[config.mk]
export PLATFORM = sky130hd
export DESIGN_NAME = mem_port_arbiter_flat
export DESIGN_NICKNAME = d
export VERILOG_FILES = /design/src/rtl/mem_port_arbiter_if.sv /design/src/rtl/mem_port_arbiter.sv /design/src/flat_wrapper.sv
export SDC_FILE = /design/constraint.sdc
export NUM_CORES = 1
export LEC_CHECK = 0
export CAP_MARGIN = 10
export CORE_UTILIZATION = 44
export DETAILED_ROUTE_END_ITERATION = 6
export PLACE_DENSITY = 0.9
export SYNTH_ARGS = -nofsm -noshare
export SYNTH_HDL_FRONTEND = slang
export SYNTH_SLANG_ARGS = --single-unit
[constraint.sdc]
create_clock -name clk -period 5.1 [get_ports clk]
set_clock_uncertainty 0.1 [all_clocks]
set_input_delay 1.02 -clock clk [delete_from_list [all_inputs] [get_ports clk]]
set_output_delay 1.02 -clock clk [all_outputs]
set_load 0.01 [all_outputs]
[src/rtl/mem_port_arbiter_if.sv]
// rtl/mem_port_arbiter_if.sv - requester and memory-side bus for the unified memory port arbiter
interface mem_port_arbiter_if #(
  parameter int DATA_W = 19,
  parameter int ADDR_W = 19
);
  // Instruction fetch requester (reads only)
  logic              if_req;
  logic [ADDR_W-1:0] if_addr;
  logic              if_gnt;
  logic              if_rvalid;

  // Load/store requester
  logic              ls_req;
  logic              ls_we;
  logic [ADDR_W-1:0] ls_addr;
  logic [DATA_W-1:0] ls_wdata;
  logic              ls_gnt;
  logic              ls_rvalid;

  // Debug/loader requester
  logic              dbg_req;
  logic              dbg_we;
  logic [ADDR_W-1:0] dbg_addr;
  logic [DATA_W-1:0] dbg_wdata;
  logic              dbg_gnt;
  logic              dbg_rvalid;

  // Shared read data, qualified by one of the *_rvalid pulses
  logic [DATA_W-1:0] rdata;

  // Memory macro side
  logic              mem_en;
  logic              mem_we;
  logic [ADDR_W-1:0] mem_addr;
  logic [DATA_W-1:0] mem_wdata;
  logic [DATA_W-1:0] mem_rdata;

  logic              busy;

  // Arbiter side
  modport slave (
    input  if_req, if_addr,
    output if_gnt, if_rvalid,
    input  ls_req, ls_we, ls_addr, ls_wdata,
    output ls_gnt, ls_rvalid,
    input  dbg_req, dbg_we, dbg_addr, dbg_wdata,
    output dbg_gnt, dbg_rvalid,
    output rdata,
    output mem_en, mem_we, mem_addr, mem_wdata,
    input  mem_rdata,
    output busy
  );

  // Requesters plus memory macro side
  modport master (
    output if_req, if_addr,
    input  if_gnt, if_rvalid,
    output ls_req, ls_we, ls_addr, ls_wdata,
    input  ls_gnt, ls_rvalid,
    output dbg_req, dbg_we, dbg_addr, dbg_wdata,
    input  dbg_gnt, dbg_rvalid,
    input  rdata,
    input  mem_en, mem_we, mem_addr, mem_wdata,
    output mem_rdata,
    input  busy
  );
endinterface

[src/rtl/mem_port_arbiter.sv]
// rtl/mem_port_arbiter.sv - three-way arbiter for the single-port unified memory with dbg starvation guard
module mem_port_arbiter #(
  parameter int DATA_W   = 19,
  parameter int ADDR_W   = 19,
  parameter int READ_LAT = 1,
  parameter int MAX_WAIT = 8
) (
  input logic            clk,
  input logic            rst,
  mem_port_arbiter_if.slave bus
);

  localparam int                WAIT_W   = $clog2(MAX_WAIT + 1);
  localparam logic [WAIT_W-1:0] WAIT_SAT = WAIT_W'(MAX_WAIT);
  // WAIT counts down from READ_LAT-1 so the capture lands on the last WAIT cycle
  localparam logic [2:0]        LAT_LAST = 3'(READ_LAT - 1);

  typedef enum logic [1:0] {IDLE, ISSUE, WAIT, RESP} state_t;
  typedef enum logic [1:0] {OWN_IF, OWN_LS, OWN_DBG} owner_t;

  state_t            state;
  owner_t            owner;
  logic [2:0]        lat_cnt;
  logic [WAIT_W-1:0] dbg_wait;

  logic              if_gnt_q;
  logic              ls_gnt_q;
  logic              dbg_gnt_q;
  logic              if_rvalid_q;
  logic              ls_rvalid_q;
  logic              dbg_rvalid_q;
  logic [DATA_W-1:0] rdata_q;
  logic              mem_en_q;
  logic              mem_we_q;
  logic [ADDR_W-1:0] mem_addr_q;
  logic [DATA_W-1:0] mem_wdata_q;
  logic              busy_q;

  logic              any_req;
  logic              dbg_force;
  owner_t            win;
  logic              win_we;
  logic [ADDR_W-1:0] win_addr;
  logic [DATA_W-1:0] win_wdata;

  // Pick the winner among live requests: ls > if > dbg, unless dbg has waited MAX_WAIT times
  always_comb begin
    any_req   = bus.if_req | bus.ls_req | bus.dbg_req;
    dbg_force = bus.dbg_req && (dbg_wait == WAIT_SAT);
    win       = OWN_DBG;
    win_we    = bus.dbg_we;
    win_addr  = bus.dbg_addr;
    win_wdata = bus.dbg_wdata;
    if (!dbg_force) begin
      if (bus.ls_req) begin
        win       = OWN_LS;
        win_we    = bus.ls_we;
        win_addr  = bus.ls_addr;
        win_wdata = bus.ls_wdata;
      end else if (bus.if_req) begin
        win       = OWN_IF;
        win_we    = 1'b0;
        win_addr  = bus.if_addr;
        win_wdata = '0;
      end
    end
  end

  // Access sequencer: arbitrate in IDLE, strobe memory in ISSUE, wait out read latency, return data in RESP
  always_ff @(posedge clk or posedge rst) begin
    if (rst) begin
      state        <= IDLE;
      owner        <= OWN_IF;
      lat_cnt      <= '0;
      dbg_wait     <= '0;
      if_gnt_q     <= 1'b0;
      ls_gnt_q     <= 1'b0;
      dbg_gnt_q    <= 1'b0;
      if_rvalid_q  <= 1'b0;
      ls_rvalid_q  <= 1'b0;
      dbg_rvalid_q <= 1'b0;
      rdata_q      <= '0;
      mem_en_q     <= 1'b0;
      mem_we_q     <= 1'b0;
      mem_addr_q   <= '0;
      mem_wdata_q  <= '0;
      busy_q       <= 1'b0;
    end else begin
      // Pulse outputs default low; the state that owns them raises them for one cycle
      if_gnt_q     <= 1'b0;
      ls_gnt_q     <= 1'b0;
      dbg_gnt_q    <= 1'b0;
      if_rvalid_q  <= 1'b0;
      ls_rvalid_q  <= 1'b0;
      dbg_rvalid_q <= 1'b0;
      mem_en_q     <= 1'b0;
      mem_we_q     <= 1'b0;

      case (state)
        IDLE: begin
          if (any_req) begin
            state       <= ISSUE;
            busy_q      <= 1'b1;
            owner       <= win;
            mem_en_q    <= 1'b1;
            mem_we_q    <= win_we;
            mem_addr_q  <= win_addr;
            mem_wdata_q <= win_wdata;
            if_gnt_q    <= (win == OWN_IF);
            ls_gnt_q    <= (win == OWN_LS);
            dbg_gnt_q   <= (win == OWN_DBG);
          end else begin
            busy_q <= 1'b0;
          end
          // dbg_req high implies any_req, so a non-dbg winner here means dbg lost this round
          if (!bus.dbg_req || (win == OWN_DBG)) begin
            dbg_wait <= '0;
          end else if (dbg_wait != WAIT_SAT) begin
            dbg_wait <= dbg_wait + 1'b1;
          end
        end

        ISSUE: begin
          if (mem_we_q) begin
            state  <= IDLE;
            busy_q <= 1'b0;
          end else begin
            state   <= WAIT;
            lat_cnt <= LAT_LAST;
          end
        end

        WAIT: begin
          if (lat_cnt == 3'd0) begin
            state        <= RESP;
            rdata_q      <= bus.mem_rdata;
            if_rvalid_q  <= (owner == OWN_IF);
            ls_rvalid_q  <= (owner == OWN_LS);
            dbg_rvalid_q <= (owner == OWN_DBG);
          end else begin
            lat_cnt <= lat_cnt - 3'd1;
          end
        end

        RESP: begin
          state  <= IDLE;
          busy_q <= 1'b0;
        end

        default: begin
          state  <= IDLE;
          busy_q <= 1'b0;
        end
      endcase
    end
  end

  assign bus.if_gnt     = if_gnt_q;
  assign bus.ls_gnt     = ls_gnt_q;
  assign bus.dbg_gnt    = dbg_gnt_q;
  assign bus.if_rvalid  = if_rvalid_q;
  assign bus.ls_rvalid  = ls_rvalid_q;
  assign bus.dbg_rvalid = dbg_rvalid_q;
  assign bus.rdata      = rdata_q;
  assign bus.mem_en     = mem_en_q;
  assign bus.mem_we     = mem_we_q;
  assign bus.mem_addr   = mem_addr_q;
  assign bus.mem_wdata  = mem_wdata_q;
  assign bus.busy       = busy_q;

endmodule
[src/flat_wrapper.sv]
// flat-port wrapper written by rule: the top's interface ports become plain ports
module mem_port_arbiter_flat 
#(
  parameter int DATA_W   = 19,
  parameter int ADDR_W   = 19,
  parameter int READ_LAT = 1,
  parameter int MAX_WAIT = 8
)
  (clk, rst, bus_if_req, bus_if_addr, bus_if_gnt, bus_if_rvalid, bus_ls_req, bus_ls_we, bus_ls_addr, bus_ls_wdata, bus_ls_gnt, bus_ls_rvalid, bus_dbg_req, bus_dbg_we, bus_dbg_addr, bus_dbg_wdata, bus_dbg_gnt, bus_dbg_rvalid, bus_rdata, bus_mem_en, bus_mem_we, bus_mem_addr, bus_mem_wdata, bus_mem_rdata, bus_busy);
  mem_port_arbiter_if #(.DATA_W(DATA_W), .ADDR_W(ADDR_W)) bus_i ();
  input logic clk;
  input logic rst;
  input wire logic [$bits(bus_i.if_req)-1:0] bus_if_req;
  input wire logic [$bits(bus_i.if_addr)-1:0] bus_if_addr;
  output wire logic [$bits(bus_i.if_gnt)-1:0] bus_if_gnt;
  output wire logic [$bits(bus_i.if_rvalid)-1:0] bus_if_rvalid;
  input wire logic [$bits(bus_i.ls_req)-1:0] bus_ls_req;
  input wire logic [$bits(bus_i.ls_we)-1:0] bus_ls_we;
  input wire logic [$bits(bus_i.ls_addr)-1:0] bus_ls_addr;
  input wire logic [$bits(bus_i.ls_wdata)-1:0] bus_ls_wdata;
  output wire logic [$bits(bus_i.ls_gnt)-1:0] bus_ls_gnt;
  output wire logic [$bits(bus_i.ls_rvalid)-1:0] bus_ls_rvalid;
  input wire logic [$bits(bus_i.dbg_req)-1:0] bus_dbg_req;
  input wire logic [$bits(bus_i.dbg_we)-1:0] bus_dbg_we;
  input wire logic [$bits(bus_i.dbg_addr)-1:0] bus_dbg_addr;
  input wire logic [$bits(bus_i.dbg_wdata)-1:0] bus_dbg_wdata;
  output wire logic [$bits(bus_i.dbg_gnt)-1:0] bus_dbg_gnt;
  output wire logic [$bits(bus_i.dbg_rvalid)-1:0] bus_dbg_rvalid;
  output wire logic [$bits(bus_i.rdata)-1:0] bus_rdata;
  output wire logic [$bits(bus_i.mem_en)-1:0] bus_mem_en;
  output wire logic [$bits(bus_i.mem_we)-1:0] bus_mem_we;
  output wire logic [$bits(bus_i.mem_addr)-1:0] bus_mem_addr;
  output wire logic [$bits(bus_i.mem_wdata)-1:0] bus_mem_wdata;
  input wire logic [$bits(bus_i.mem_rdata)-1:0] bus_mem_rdata;
  output wire logic [$bits(bus_i.busy)-1:0] bus_busy;
  assign bus_i.if_req = bus_if_req;
  assign bus_i.if_addr = bus_if_addr;
  assign bus_if_gnt = bus_i.if_gnt;
  assign bus_if_rvalid = bus_i.if_rvalid;
  assign bus_i.ls_req = bus_ls_req;
  assign bus_i.ls_we = bus_ls_we;
  assign bus_i.ls_addr = bus_ls_addr;
  assign bus_i.ls_wdata = bus_ls_wdata;
  assign bus_ls_gnt = bus_i.ls_gnt;
  assign bus_ls_rvalid = bus_i.ls_rvalid;
  assign bus_i.dbg_req = bus_dbg_req;
  assign bus_i.dbg_we = bus_dbg_we;
  assign bus_i.dbg_addr = bus_dbg_addr;
  assign bus_i.dbg_wdata = bus_dbg_wdata;
  assign bus_dbg_gnt = bus_i.dbg_gnt;
  assign bus_dbg_rvalid = bus_i.dbg_rvalid;
  assign bus_rdata = bus_i.rdata;
  assign bus_mem_en = bus_i.mem_en;
  assign bus_mem_we = bus_i.mem_we;
  assign bus_mem_addr = bus_i.mem_addr;
  assign bus_mem_wdata = bus_i.mem_wdata;
  assign bus_i.mem_rdata = bus_mem_rdata;
  assign bus_busy = bus_i.busy;
  mem_port_arbiter #(.DATA_W(DATA_W), .ADDR_W(ADDR_W), .READ_LAT(READ_LAT), .MAX_WAIT(MAX_WAIT)) u_core (.clk(clk), .rst(rst), .bus(bus_i));
endmodule
==> metrics.cfg <==
[final_layout]
antenna-diode-count=0
layout.cells.non_filler=604
fin_util=0.7145
layout_commonest_cell=clkdlybuf4s50_1
area_delta_synth_final_pct=56.31
layout_common_cells=clkdlybuf4s50_1, dfrtp_1, nor3_1
drive_gt1_frac=0.1283
fin_nets=624

[floorplanning]
start_util=0.4571
die_h_um=94.63
rows=33
die_w_um=94.63
io_pins=187
coreArea_um2=8258
die_area_um2=8954

[worst_setup_path]
path_class=input pin to flop
critPathArrivalTime_ns=3.63
endpoint_kind=flop
critPathMaxFanout=22
reg2regPathDepth=5
cp.required_ns=5.28
start_kind=input pin
r2r_slack_ns=2.33
r2r-end=u_core.bus.mem_wdata[3]
rr_startpoint=u_core.dbg_wait[0]

[run]
drv_cap=0

[worst_hold_path]
whs_path_depth=1
holdCritStartpoint=u_core.owner[0]
hold_end=u_core.bus.dbg_rvalid
worst_hold_path_type=flop to flop

[detailed_routing]
avgViaCountPerCell=5.535
drtIter0Drc=135
postRouteAntennaNets=0
drt-total-wl_um=10640
firstDrtPassIters=5
dr_total_vias=3343
avgRoutedWirePerCell_um=17.61
drcViolationCount=0

[grt]
grt_antenna_before_repair=0
grt_pass1_wl_um=16530
grt_pass1_vias=3483
grt-ovfl-total=0
grt_max_degree=61
grt.total_usage=0.2424

[sta]
setup_violations=0
whs_ns=0.3866
final-hold-violation-count=0
tightest_slew_ns=1.092
slew_headroom=0.2721
fmax_ghz=0.2902
slew_violations=0
finalCritPeriodShare=0.6757
finalSetupTns_ns=0
rsz0062_at_grt=false
fin_crit_ns=3.446

[synth]
syn_inst=319
synth_area_um2=3775
synth_edf_count=0
synth_top_area_frac=0.5104
ys_ff_latch=77
synth.area.top_cells=dfrtp_1, o41ai_2, mux2_2
synth_area_per_cell_um2=11.83
yosysSeqAreaShare=0.5104
async_reset_ff_frac=1.000
synth_nets=449
yosys_warnings=0
synth_top_area_cell=dfrtp_1
ys.flop_type=dfrtp_1
ys_types=36

[clock_network]
cts_buffers=9
cts-root-buf=clkbuf_8
cts_tree=built
clockBufferDepth=2
clkTransAtPathRegs_ns=0.08
clk_latency_ns=0.35
post_cts_resized=0
htree_levels=3
ctsHoldBuffers=0
clock_sinks=77
cts_setup_buffers=0

[power_and_ir_drop]
peakVddDrop_mv=0.2964
leakage_nw=2.486
p_per_area_nw_per_um2=521.6

[run_status]
status=finished clean

[place]
numPortBuffers=186
dp_cells=588
place_congestion=0.8394
dp_hpwl_um=7688

synth_stat cells (3+ instances only):
master,number
dfrtp_1,77
o21ai_0,3
nand2_1,22
mux2_2,20
nand3_1,3
nor3_1,23
buf_2,15
nor3b_1,21
ha_1,9
and2_1,20
a21oi_1,20
o41ai_2,19
inv_1,10
a221o_1,19
nor2b_1,3
o22ai_1,3
clkbuf_1,7
flip-flops by register name, indices dropped and copies added, names as in the netlist, 2 cells and up, named ones only:
register,count
u_core.bus.mem_wdata,19
u_core.lat_cnt,3
u_core.bus.rdata,19
u_core.owner,2
u_core.dbg_wait,4
u_core.bus.mem_addr,19
worst max-delay path by stage:
stage | from | to | slack [ns] | depth (start not counted)
5_1_grt | bus_dbg_req | u_core.bus.mem_wdata[3] | 1.49 | 4
2_1_floorplan | rst | asynchronous set/reset pin | 2.01 | 1
3_3_place_gp | bus_dbg_req | u_core.bus.mem_wdata[11] | 1.40 | 4
6_report | bus_dbg_req | u_core.bus.mem_wdata[3] | 1.65 | 4
4_1_cts | bus_dbg_req | u_core.bus.mem_wdata[3] | 1.67 | 4
3_5_place_dp | bus_dbg_req | u_core.bus.mem_wdata[3] | 1.31 | 4
metal layers:
metal	share of wire	track usage
met2	0.51	0.4155
met5	0	0
met4	0.024	0.09217
met3	0.083	0.07488
met1	0.39	0.2832
power breakdown:
part | leakage, nW | internal (W) | switching (W) | total (W)
Clock | 0.117 | 0.000293 | 0.000237 | 0.000531
Combinational | 1.41 | 0.000874 | 0.000637 | 0.00151
Sequential | 0.955 | 0.000881 | 0.000155 | 0.00104
cell families (layout without fill, tap and decap cells):
group                      count (synthesis)  in the layout  share of synthesized area
and+or+nand+nor                           99             99                     0.1525
adders and majority gates                  9              9                    0.02983
buffers and inverters                     36            216                    0.04475
muxes                                     22             22                    0.06497
DFF                                       77             77                     0.5104
AOI/OAI and AO/OA                         76             76                     0.1976
worst max-delay path, stage by stage:
cell and delay (ns):
clkdlybuf4s50_1 0.67, nand4b_2 0.56, a21oi_2 1.06, a221o_1 0.30
final cells by class:
class                   instances  area (um^2)
clock inverters                 6        95.09
flip-flops and latches         77         1927
multi-input cells             206         1679
fillers                       590         2357
repair buffers                190         1892
clock buffers                  10        137.6
well taps                     105        131.4
inverters                      10        38.79
per-stage QoR:
| stage | worst slack [ns] | power, W | cell area [um^2] |
|---|---|---|---|
| floorplan | 2.013 | 0.001834 | 3775 |
| global placement | 1.403 | 0.002500 | 5668 |
| detailed placement | 1.305 | 0.002564 | 5668 |
| CTS | 1.666 | 0.003101 | 5901 |
| global route | 1.486 | 0.003271 | 5901 |
| finish | 1.654 | 0.003078 | 5901 |
Power figures use the tool's default switching activity.
